--- src/rtl/hls_perf_monitor_pkg.sv ---
// Shared types, read-select codes and saturating-increment helper for hls_perf_monitor.
package hls_perf_pkg;

  typedef enum logic {
    IDLE = 1'b0,
    RUN  = 1'b1
  } ch_state_e;

  localparam int unsigned CNT_W_MAX = 64;

  localparam logic [2:0] SEL_INV     = 3'd0;
  localparam logic [2:0] SEL_LAST    = 3'd1;
  localparam logic [2:0] SEL_MAX     = 3'd2;
  localparam logic [2:0] SEL_BUSY    = 3'd3;
  localparam logic [2:0] SEL_ITER    = 3'd4;
  localparam logic [2:0] SEL_MIN     = 3'd5;
  localparam logic [2:0] SEL_ORPH    = 3'd6;
  localparam logic [2:0] SEL_INVALID = 3'd7;

  // Increment v, sticking at the all-ones value of a w-bit counter.
  function automatic logic [CNT_W_MAX-1:0] cnt_sat(input logic [CNT_W_MAX-1:0] v,
                                                   input int unsigned w);
    logic [CNT_W_MAX-1:0] max_v;
    max_v = (w >= CNT_W_MAX) ? '1 : ((64'd1 << w) - 64'd1);
    return (v >= max_v) ? max_v : v + 64'd1;
  endfunction

endpackage

--- src/rtl/hls_perf_monitor_if.sv ---
// Handshake-monitor and read-port bundle for hls_perf_monitor (slave = monitor side).
interface hls_perf_monitor_if #(
  parameter int unsigned NUM_CH = 5,
  parameter int unsigned CNT_W  = 32,
  parameter int unsigned CH_W   = (NUM_CH > 1) ? $clog2(NUM_CH) : 1
);
  logic [NUM_CH-1:0] ch_start_i;
  logic [NUM_CH-1:0] ch_done_i;
  logic [NUM_CH-1:0] ch_iter_i;
  logic              clear_i;
  logic              finish_i;
  logic              rd_req_i;
  logic [CH_W-1:0]   rd_ch_i;
  logic [2:0]        rd_sel_i;
  logic              rd_valid_o;
  logic [CNT_W-1:0]  rd_data_o;
  logic              rd_err_o;
  logic [NUM_CH-1:0] ovf_o;

  modport master (
    output ch_start_i, ch_done_i, ch_iter_i, clear_i, finish_i,
    output rd_req_i, rd_ch_i, rd_sel_i,
    input  rd_valid_o, rd_data_o, rd_err_o, ovf_o
  );

  modport slave (
    input  ch_start_i, ch_done_i, ch_iter_i, clear_i, finish_i,
    input  rd_req_i, rd_ch_i, rd_sel_i,
    output rd_valid_o, rd_data_o, rd_err_o, ovf_o
  );
endinterface

--- src/rtl/hls_perf_ch.sv ---
// One monitored channel: ap_start/ap_done FSM plus saturating statistics counters.
// Optional min-latency tracking under HLS_PERF_MINLAT_EN.
module hls_perf_ch
  import hls_perf_pkg::*;
#(
  parameter int unsigned CNT_W = 32
) (
  input  logic             clk,
  input  logic             rst_n,
  input  logic             clear_i,
  input  logic             finish_i,
  input  logic             start_i,
  input  logic             done_i,
  input  logic             iter_i,
  output logic [CNT_W-1:0] inv_o,
  output logic [CNT_W-1:0] last_o,
  output logic [CNT_W-1:0] max_o,
  output logic [CNT_W-1:0] busy_o,
  output logic [CNT_W-1:0] iter_o,
  output logic [CNT_W-1:0] orph_o,
`ifdef HLS_PERF_MINLAT_EN
  output logic [CNT_W-1:0] min_o,
`endif
  output logic             ovf_o
);

  localparam logic [CNT_W-1:0] ALL1 = '1;

  ch_state_e        state_q, state_d;
  logic [CNT_W-1:0] lat_q, lat_d, last_q, last_d, max_q, max_d;
  logic [CNT_W-1:0] inv_q, inv_d, busy_q, busy_d, iter_q, iter_d, orph_q, orph_d;
  logic [CNT_W-1:0] lat_cur;
  logic             ovf_q, ovf_d, done_acc;
`ifdef HLS_PERF_MINLAT_EN
  logic [CNT_W-1:0] min_q, min_d;
`endif

  function automatic logic [CNT_W-1:0] inc(input logic [CNT_W-1:0] v);
    return CNT_W'(cnt_sat(CNT_W_MAX'(v), CNT_W));
  endfunction

  always_comb begin
    state_d  = state_q;
    lat_d    = lat_q;
    last_d   = last_q;
    max_d    = max_q;
    inv_d    = inv_q;
    busy_d   = busy_q;
    iter_d   = iter_q;
    orph_d   = orph_q;
    ovf_d    = ovf_q;
    lat_cur  = inc(lat_q);
    done_acc = 1'b0;
`ifdef HLS_PERF_MINLAT_EN
    min_d    = min_q;
`endif
    if (!finish_i) begin
      if (iter_i) iter_d = inc(iter_q);
      case (state_q)
        IDLE: begin
          if (start_i) begin
            busy_d  = inc(busy_q);
            lat_cur = CNT_W'(1);
            lat_d   = lat_cur;
            if (done_i) done_acc = 1'b1;
            else        state_d  = RUN;
          end else if (done_i) begin
            orph_d = inc(orph_q);
          end
        end
        RUN: begin
          busy_d = inc(busy_q);
          lat_d  = lat_cur;
          if (done_i) begin
            done_acc = 1'b1;
            state_d  = IDLE;
          end
        end
        default: state_d = IDLE;
      endcase
      // Latency includes the done cycle itself.
      if (done_acc) begin
        last_d = lat_cur;
        inv_d  = inc(inv_q);
        if (lat_cur > max_q) max_d = lat_cur;
`ifdef HLS_PERF_MINLAT_EN
        if (lat_cur < min_q) min_d = lat_cur;
`endif
      end
      ovf_d = ovf_q | (lat_d == ALL1) | (last_d == ALL1) | (max_d == ALL1) |
              (inv_d == ALL1) | (busy_d == ALL1) | (iter_d == ALL1) | (orph_d == ALL1);
    end
  end

  // Synchronous clear has the same effect as reset and beats finish.
  always_ff @(posedge clk or negedge rst_n) begin
    if (!rst_n) begin
      state_q <= IDLE;
      lat_q   <= '0;
      last_q  <= '0;
      max_q   <= '0;
      inv_q   <= '0;
      busy_q  <= '0;
      iter_q  <= '0;
      orph_q  <= '0;
      ovf_q   <= 1'b0;
`ifdef HLS_PERF_MINLAT_EN
      min_q   <= '1;
`endif
    end else if (clear_i) begin
      state_q <= IDLE;
      lat_q   <= '0;
      last_q  <= '0;
      max_q   <= '0;
      inv_q   <= '0;
      busy_q  <= '0;
      iter_q  <= '0;
      orph_q  <= '0;
      ovf_q   <= 1'b0;
`ifdef HLS_PERF_MINLAT_EN
      min_q   <= '1;
`endif
    end else begin
      state_q <= state_d;
      lat_q   <= lat_d;
      last_q  <= last_d;
      max_q   <= max_d;
      inv_q   <= inv_d;
      busy_q  <= busy_d;
      iter_q  <= iter_d;
      orph_q  <= orph_d;
      ovf_q   <= ovf_d;
`ifdef HLS_PERF_MINLAT_EN
      min_q   <= min_d;
`endif
    end
  end

  assign inv_o  = inv_q;
  assign last_o = last_q;
  assign max_o  = max_q;
  assign busy_o = busy_q;
  assign iter_o = iter_q;
  assign orph_o = orph_q;
  assign ovf_o  = ovf_q;
`ifdef HLS_PERF_MINLAT_EN
  assign min_o  = min_q;
`endif

endmodule

--- src/rtl/hls_perf_monitor.sv ---
// Per-channel HLS performance monitor: channel array plus registered read port.
// Define HLS_PERF_MINLAT_EN to add per-channel minimum-latency tracking (rd_sel 5).
module hls_perf_monitor
  import hls_perf_pkg::*;
#(
  parameter int unsigned NUM_CH = 5,
  parameter int unsigned CNT_W  = 32,
  parameter int unsigned CH_W   = (NUM_CH > 1) ? $clog2(NUM_CH) : 1
) (
  input  logic             clk,
  input  logic             rst_n,
  hls_perf_monitor_if.slave bus
);

  logic [CNT_W-1:0]  inv_w  [NUM_CH];
  logic [CNT_W-1:0]  last_w [NUM_CH];
  logic [CNT_W-1:0]  max_w  [NUM_CH];
  logic [CNT_W-1:0]  busy_w [NUM_CH];
  logic [CNT_W-1:0]  iter_w [NUM_CH];
  logic [CNT_W-1:0]  orph_w [NUM_CH];
`ifdef HLS_PERF_MINLAT_EN
  logic [CNT_W-1:0]  min_w  [NUM_CH];
`endif
  logic [NUM_CH-1:0] ovf_w;

  for (genvar g = 0; g < int'(NUM_CH); g++) begin : g_ch
    hls_perf_ch #(.CNT_W(CNT_W)) u_ch (
      .clk      (clk),
      .rst_n    (rst_n),
      .clear_i  (bus.clear_i),
      .finish_i (bus.finish_i),
      .start_i  (bus.ch_start_i[g]),
      .done_i   (bus.ch_done_i[g]),
      .iter_i   (bus.ch_iter_i[g]),
      .inv_o    (inv_w[g]),
      .last_o   (last_w[g]),
      .max_o    (max_w[g]),
      .busy_o   (busy_w[g]),
      .iter_o   (iter_w[g]),
      .orph_o   (orph_w[g]),
`ifdef HLS_PERF_MINLAT_EN
      .min_o    (min_w[g]),
`endif
      .ovf_o    (ovf_w[g])
    );
  end

  logic             rd_valid_q, rd_valid_d, rd_err_q, rd_err_d, rd_bad;
  logic [CNT_W-1:0] rd_data_q, rd_data_d, rd_val;

  // Read mux; a bad channel or unused select yields zero data with an error.
  always_comb begin
    rd_val = '0;
    rd_bad = (32'(bus.rd_ch_i) >= NUM_CH) || (bus.rd_sel_i == SEL_INVALID);
`ifndef HLS_PERF_MINLAT_EN
    rd_bad = rd_bad || (bus.rd_sel_i == SEL_MIN);
`endif
    for (int unsigned i = 0; i < NUM_CH; i++) begin
      if (bus.rd_ch_i == CH_W'(i)) begin
        case (bus.rd_sel_i)
          SEL_INV:  rd_val = inv_w[i];
          SEL_LAST: rd_val = last_w[i];
          SEL_MAX:  rd_val = max_w[i];
          SEL_BUSY: rd_val = busy_w[i];
          SEL_ITER: rd_val = iter_w[i];
`ifdef HLS_PERF_MINLAT_EN
          SEL_MIN:  rd_val = min_w[i];
`endif
          SEL_ORPH: rd_val = orph_w[i];
          default:  rd_val = '0;
        endcase
      end
    end
    rd_valid_d = bus.rd_req_i;
    rd_err_d   = bus.rd_req_i & rd_bad;
    rd_data_d  = rd_data_q;
    if (bus.rd_req_i) rd_data_d = rd_bad ? '0 : rd_val;
  end

  always_ff @(posedge clk or negedge rst_n) begin
    if (!rst_n) begin
      rd_valid_q <= 1'b0;
      rd_err_q   <= 1'b0;
      rd_data_q  <= '0;
    end else begin
      rd_valid_q <= rd_valid_d;
      rd_err_q   <= rd_err_d;
      rd_data_q  <= rd_data_d;
    end
  end

  assign bus.rd_valid_o = rd_valid_q;
  assign bus.rd_err_o   = rd_err_q;
  assign bus.rd_data_o  = rd_data_q;
  assign bus.ovf_o      = ovf_w;

endmodule

--- src/flat_wrapper.sv ---
// flat-port wrapper written by rule: the top's interface ports become plain ports
module hls_perf_monitor_flat import hls_perf_pkg::*;
#(
  parameter int unsigned NUM_CH = 5,
  parameter int unsigned CNT_W  = 32,
  parameter int unsigned CH_W   = (NUM_CH > 1) ? $clog2(NUM_CH) : 1
)
  (clk, rst_n, bus_ch_start_i, bus_ch_done_i, bus_ch_iter_i, bus_clear_i, bus_finish_i, bus_rd_req_i, bus_rd_ch_i, bus_rd_sel_i, bus_rd_valid_o, bus_rd_data_o, bus_rd_err_o, bus_ovf_o);
  hls_perf_monitor_if #(.NUM_CH(NUM_CH), .CNT_W(CNT_W), .CH_W(CH_W)) bus_i ();
  input  logic clk;
  input  logic rst_n;
  input wire logic [$bits(bus_i.ch_start_i)-1:0] bus_ch_start_i;
  input wire logic [$bits(bus_i.ch_done_i)-1:0] bus_ch_done_i;
  input wire logic [$bits(bus_i.ch_iter_i)-1:0] bus_ch_iter_i;
  input wire logic [$bits(bus_i.clear_i)-1:0] bus_clear_i;
  input wire logic [$bits(bus_i.finish_i)-1:0] bus_finish_i;
  input wire logic [$bits(bus_i.rd_req_i)-1:0] bus_rd_req_i;
  input wire logic [$bits(bus_i.rd_ch_i)-1:0] bus_rd_ch_i;
  input wire logic [$bits(bus_i.rd_sel_i)-1:0] bus_rd_sel_i;
  output wire logic [$bits(bus_i.rd_valid_o)-1:0] bus_rd_valid_o;
  output wire logic [$bits(bus_i.rd_data_o)-1:0] bus_rd_data_o;
  output wire logic [$bits(bus_i.rd_err_o)-1:0] bus_rd_err_o;
  output wire logic [$bits(bus_i.ovf_o)-1:0] bus_ovf_o;
  assign bus_i.ch_start_i = bus_ch_start_i;
  assign bus_i.ch_done_i = bus_ch_done_i;
  assign bus_i.ch_iter_i = bus_ch_iter_i;
  assign bus_i.clear_i = bus_clear_i;
  assign bus_i.finish_i = bus_finish_i;
  assign bus_i.rd_req_i = bus_rd_req_i;
  assign bus_i.rd_ch_i = bus_rd_ch_i;
  assign bus_i.rd_sel_i = bus_rd_sel_i;
  assign bus_rd_valid_o = bus_i.rd_valid_o;
  assign bus_rd_data_o = bus_i.rd_data_o;
  assign bus_rd_err_o = bus_i.rd_err_o;
  assign bus_ovf_o = bus_i.ovf_o;
  hls_perf_monitor #(.NUM_CH(NUM_CH), .CNT_W(CNT_W), .CH_W(CH_W)) u_core (.clk(clk), .rst_n(rst_n), .bus(bus_i));
endmodule
--- config.mk ---
export PLATFORM = sky130hd
export DESIGN_NAME = hls_perf_monitor_flat
export DESIGN_NICKNAME = d
export VERILOG_FILES = /design/src/rtl/hls_perf_monitor_pkg.sv /design/src/rtl/hls_perf_monitor_if.sv /design/src/rtl/hls_perf_ch.sv /design/src/rtl/hls_perf_monitor.sv /design/src/flat_wrapper.sv
export SDC_FILE = /design/constraint.sdc
export NUM_CORES = 2
export LEC_CHECK = 0
export CORE_AREA = 2 2 421 423
export CTS_CLUSTER_SIZE = 8
export DETAILED_ROUTE_END_ITERATION = 12
export DIE_AREA = 0 0 423 425
export PLACE_DENSITY = 0.65
export SLEW_MARGIN = 5
export SYNTH_ARGS = -nofsm -noshare
export SYNTH_HDL_FRONTEND = slang
export SYNTH_SLANG_ARGS = --single-unit
export TNS_END_PERCENT = 10
--- constraint.sdc ---
create_clock -name clk -period 14.7 [get_ports clk]
set_clock_uncertainty 0.2 [all_clocks]
set_input_delay 2.94 -clock clk [delete_from_list [all_inputs] [get_ports clk]]
set_output_delay 2.94 -clock clk [all_outputs]
set_load 0.005 [all_outputs]
==> flow_summary.toml <==
[status]
run_status = "finished, final reports clean"

[clocking]
clock_sinks = 1164
cts_inserted_buffers = 166
postCtsHoldBufs = 0
tritoncts = "done"
ctsRootBufferMaster = "clkbuf_16"
clock_path_buffers = 3
worstSkewPairLatency_ns = 0.85
cts_resized = 0
cts-htree-levels = 4
clk_pin_slew_ns = 0.05
post-cts-setup-buffer-count = 0

[final_layout]
fillers = 16810
final_design_area_no_fill_um2 = 93200
drive_above_1_share_pct = 5.22
final-instance-count-excl-fill = 13023
finalNetCount = 10854
flow.area_growth_from_synthesis_pct = 6.87
utilization_pct = 53.1

[floorplan]
die_area_um2 = 180000
number_of_i_o_pins = 65
placeableCoreArea_um2 = 175000
initial_utilization_pct = 49.7
dieHeight_um = 425
die_w_um = 423
num_rows = 154

[detailed_routing]
detail_route.iter0.violations = 15419
overall_via_count_from_detail_route = 94154
dr_wl_met3_um = 45900
topRoutingLayerUsed = "met5"
drc = 0
met2_length_um = 159000
via_per_inst = 7.23
met1_length_um = 152000
postRouteWirelength_um = 382000
post_drt_wl_per_cell_um = 29.3
antenna_violating_nets_post_route = 0
drtPass1Iterations = 10

[setup_path]
cp-start-kind = "input port"
worst_ep_arrival_time_ns = 7.52
worstPathMaxFanout = 33
worst-setup-path-type = "input port to flop"
worstRegToRegCells = 16
setup.worst_path.end_class = "flop"
timing.critical_path.required_ns = 15.16

[timing]
timing_worst_slew_pin_value_ns = 1.40
rsz0062_at_grt = "false"
max_slew_margin_pct = 6.65
max_freq_ghz = 0.142
totalNegativeSetupSlack_ns = 0
maxSlewViolCount = 0
finalSetupViolations = 0
hold_slack_ns = 0.333
worst_setup_margin_ns = 7.64
fin_crit_ns = 7.06
final.period_utilization_pct = 48.0
timing_hold_violations_final = 0

[synth]
yosys_warnings = 0
post_syn_area_um2 = 87200
synth_common_cells = "1,280 x nor2_1, 1,249 x a21oi_1, 1,164 x dfrtp_1, 995 x nand2_1, 837 x clkbuf_1"
ys_top_cells_by_area = "dfrtp_1 33%, a21oi_1 7.2%, nor2_1 5.5%"
synth_most_common_cell = "nor2_1"
synth_cell_type_count = 94
asyncSetResetFlopFracSynth_pct = 100
dominantRegCellSynth = "dfrtp_1"
post-synth-top-area-fraction_pct = 33.4
net_count_after_synthesis = 11424
synthDominantAreaCellType = "dfrtp_1"
syn_area_per_cell_um2 = 7.78
post_synth_edffs = 0
synth_seq_cells = 1164
synth.yosys.seq_area_share_pct = 33.4
postSynthCellCount = 11213

[worst_hold_path]
min_path_type = "flop to flop"
timing.hold.worst_path_depth = 1

[global_routing]
first_global_vias = 85515
first_pass_grt_wire_length_um = 568000
globalRoute.totalOverflow = 0
grtUsageTotal_pct = 41.0
grt_start_max_net_pins = 167
antenna_found_initial = 17

[job]
drv_cap = 0

[pwr]
total_chip_power_mw = 7.63
power-per-cell-area_nw_per_um2 = 81.9
vdd.ir_drop.worst_uv = 93.3
power.static_leakage_nw = 34.6

[placement]
postPlaceCellArea_um2 = 88600
dp.final_hpwl_um = 272000
dp_cells = 12815
dp_worst_setup_slack_ns = 6.93
port-buffer-count = 64
routabilityCongestion = 1.05
worst max-delay path, stage by stage:
cell	delay (ns)
clkdlybuf4s50_1	0.46
buf_4	0.24
nor2b_2	0.39
buf_4	0.43
a311oi_1	0.17
ha_1	0.36
nand4_1	0.11
nor3_1	0.32
nand4_1	0.16
o21ai_0	0.19
a211oi_1	0.07
a211o_1	0.33
nor2_4	0.96
mux2i_1	0.29
nor2_1	0.06
final timing paths:
check / slack [ns] / start / end
setup / recovery: 7.64 / bus_ch_start_i[0] / u_core.g_ch[0].u_ch.max_o[31]$_DFFE_PN0P_
hold / removal: 0.33 / u_core.g_ch[2].u_ch.max_o[5]$_DFFE_PN0P_ / u_core.g_ch[2].u_ch.max_o[5]$_DFFE_PN0P_
setup reg to reg: 8.08 / u_core.g_ch[2].u_ch.lat_q[0]$_DFFE_PN0P_ / u_core.g_ch[2].u_ch.max_o[29]$_DFFE_PN0P_
hold reg to reg: 0.33 / u_core.g_ch[2].u_ch.max_o[5]$_DFFE_PN0P_ / u_core.g_ch[2].u_ch.max_o[5]$_DFFE_PN0P_
max in group asynchronous: 9.41 / rst_n / u_core.g_ch[0].u_ch.orph_o[10]$_DFFE_PN0P_
min in group asynchronous: 1.95 / rst_n / u_core.g_ch[2].u_ch.lat_q[14]$_DFFE_PN0P_
state kept, by name, summed over array words and instances (netlist names):
signal / cells
u_core.bus.rd_data_o: 32
u_core.bus.rd_err_o: 1
u_core.bus.rd_valid_o: 1
u_core.g_ch.u_ch.busy_o: 160
u_core.g_ch.u_ch.inv_o: 160
u_core.g_ch.u_ch.iter_o: 160
u_core.g_ch.u_ch.last_o: 160
u_core.g_ch.u_ch.lat_q: 160
u_core.g_ch.u_ch.max_o: 160
u_core.g_ch.u_ch.orph_o: 160
u_core.g_ch.u_ch.ovf_o: 5
u_core.g_ch.u_ch.state_q: 5
placed cells by master (no fill, tap or decap), types with 185 or more instances in the layout:
cell,n
dfrtp_1,1163
nor2_1,1266
nand2_1,995
nor3_1,358
a211oi_1,195
nand3_1,538
a311oi_1,215
a21oi_1,1249
inv_1,269
o21ai_0,484
nand4_1,449
mux2i_1,283
nor4_1,204
ha_1,185
and3_1,215
cell type report:
| cell class | count | area [µm²] | area share [%] |
|---|---|---|---|
| Antenna cell | 9 | 22.5 | 0.0242 |
| Clock buffer | 189 | 4390 | 4.71 |
| Clock inverter | 10 | 146 | 0.157 |
| Inverter | 275 | 1040 | 1.12 |
| Multi-Input combinational cell | 8807 | 53500 | 57.4 |
| Sequential cell | 1164 | 29100 | 31.3 |
| Tap cell | 2340 | 2930 | 3.14 |
| Timing Repair Buffer | 229 | 2040 | 2.19 |
metal layers:
metal / track usage [%] / up-vias
met1: 56.6 / 45719
met3: 9.79 / 1180
met2: 58.8 / 6426
met4: 22.7 / 20
met5: 0 / -
li1: - / 40809
power by group:
part	switching, mW	total (mW)	internal [mW]
Combinational	0.550	0.714	0.164
Sequential	0.0682	3.30	3.23
Clock	1.53	3.62	2.09
Total	2.15	7.63	5.48
kinds of logic (layout without fill, tap and decap cells):
logic type | Yosys count | in the layout | synth area share [%]
buffers and inverters | 1242 | 703 | 5.44
XOR/XNOR | 260 | 260 | 2.61
flip-flops | 1164 | 1164 | 33.4
AND/OR/NAND/NOR | 4712 | 4712 | 26.9
multiplexers | 335 | 335 | 4.33
other | 0 | 9 | 0
AO/OA/AOI/OAI | 3315 | 3315 | 24.7
adder cells (fa/ha/maj) | 185 | 185 | 2.65
Note: power is estimated with default switching activity, not from simulation.
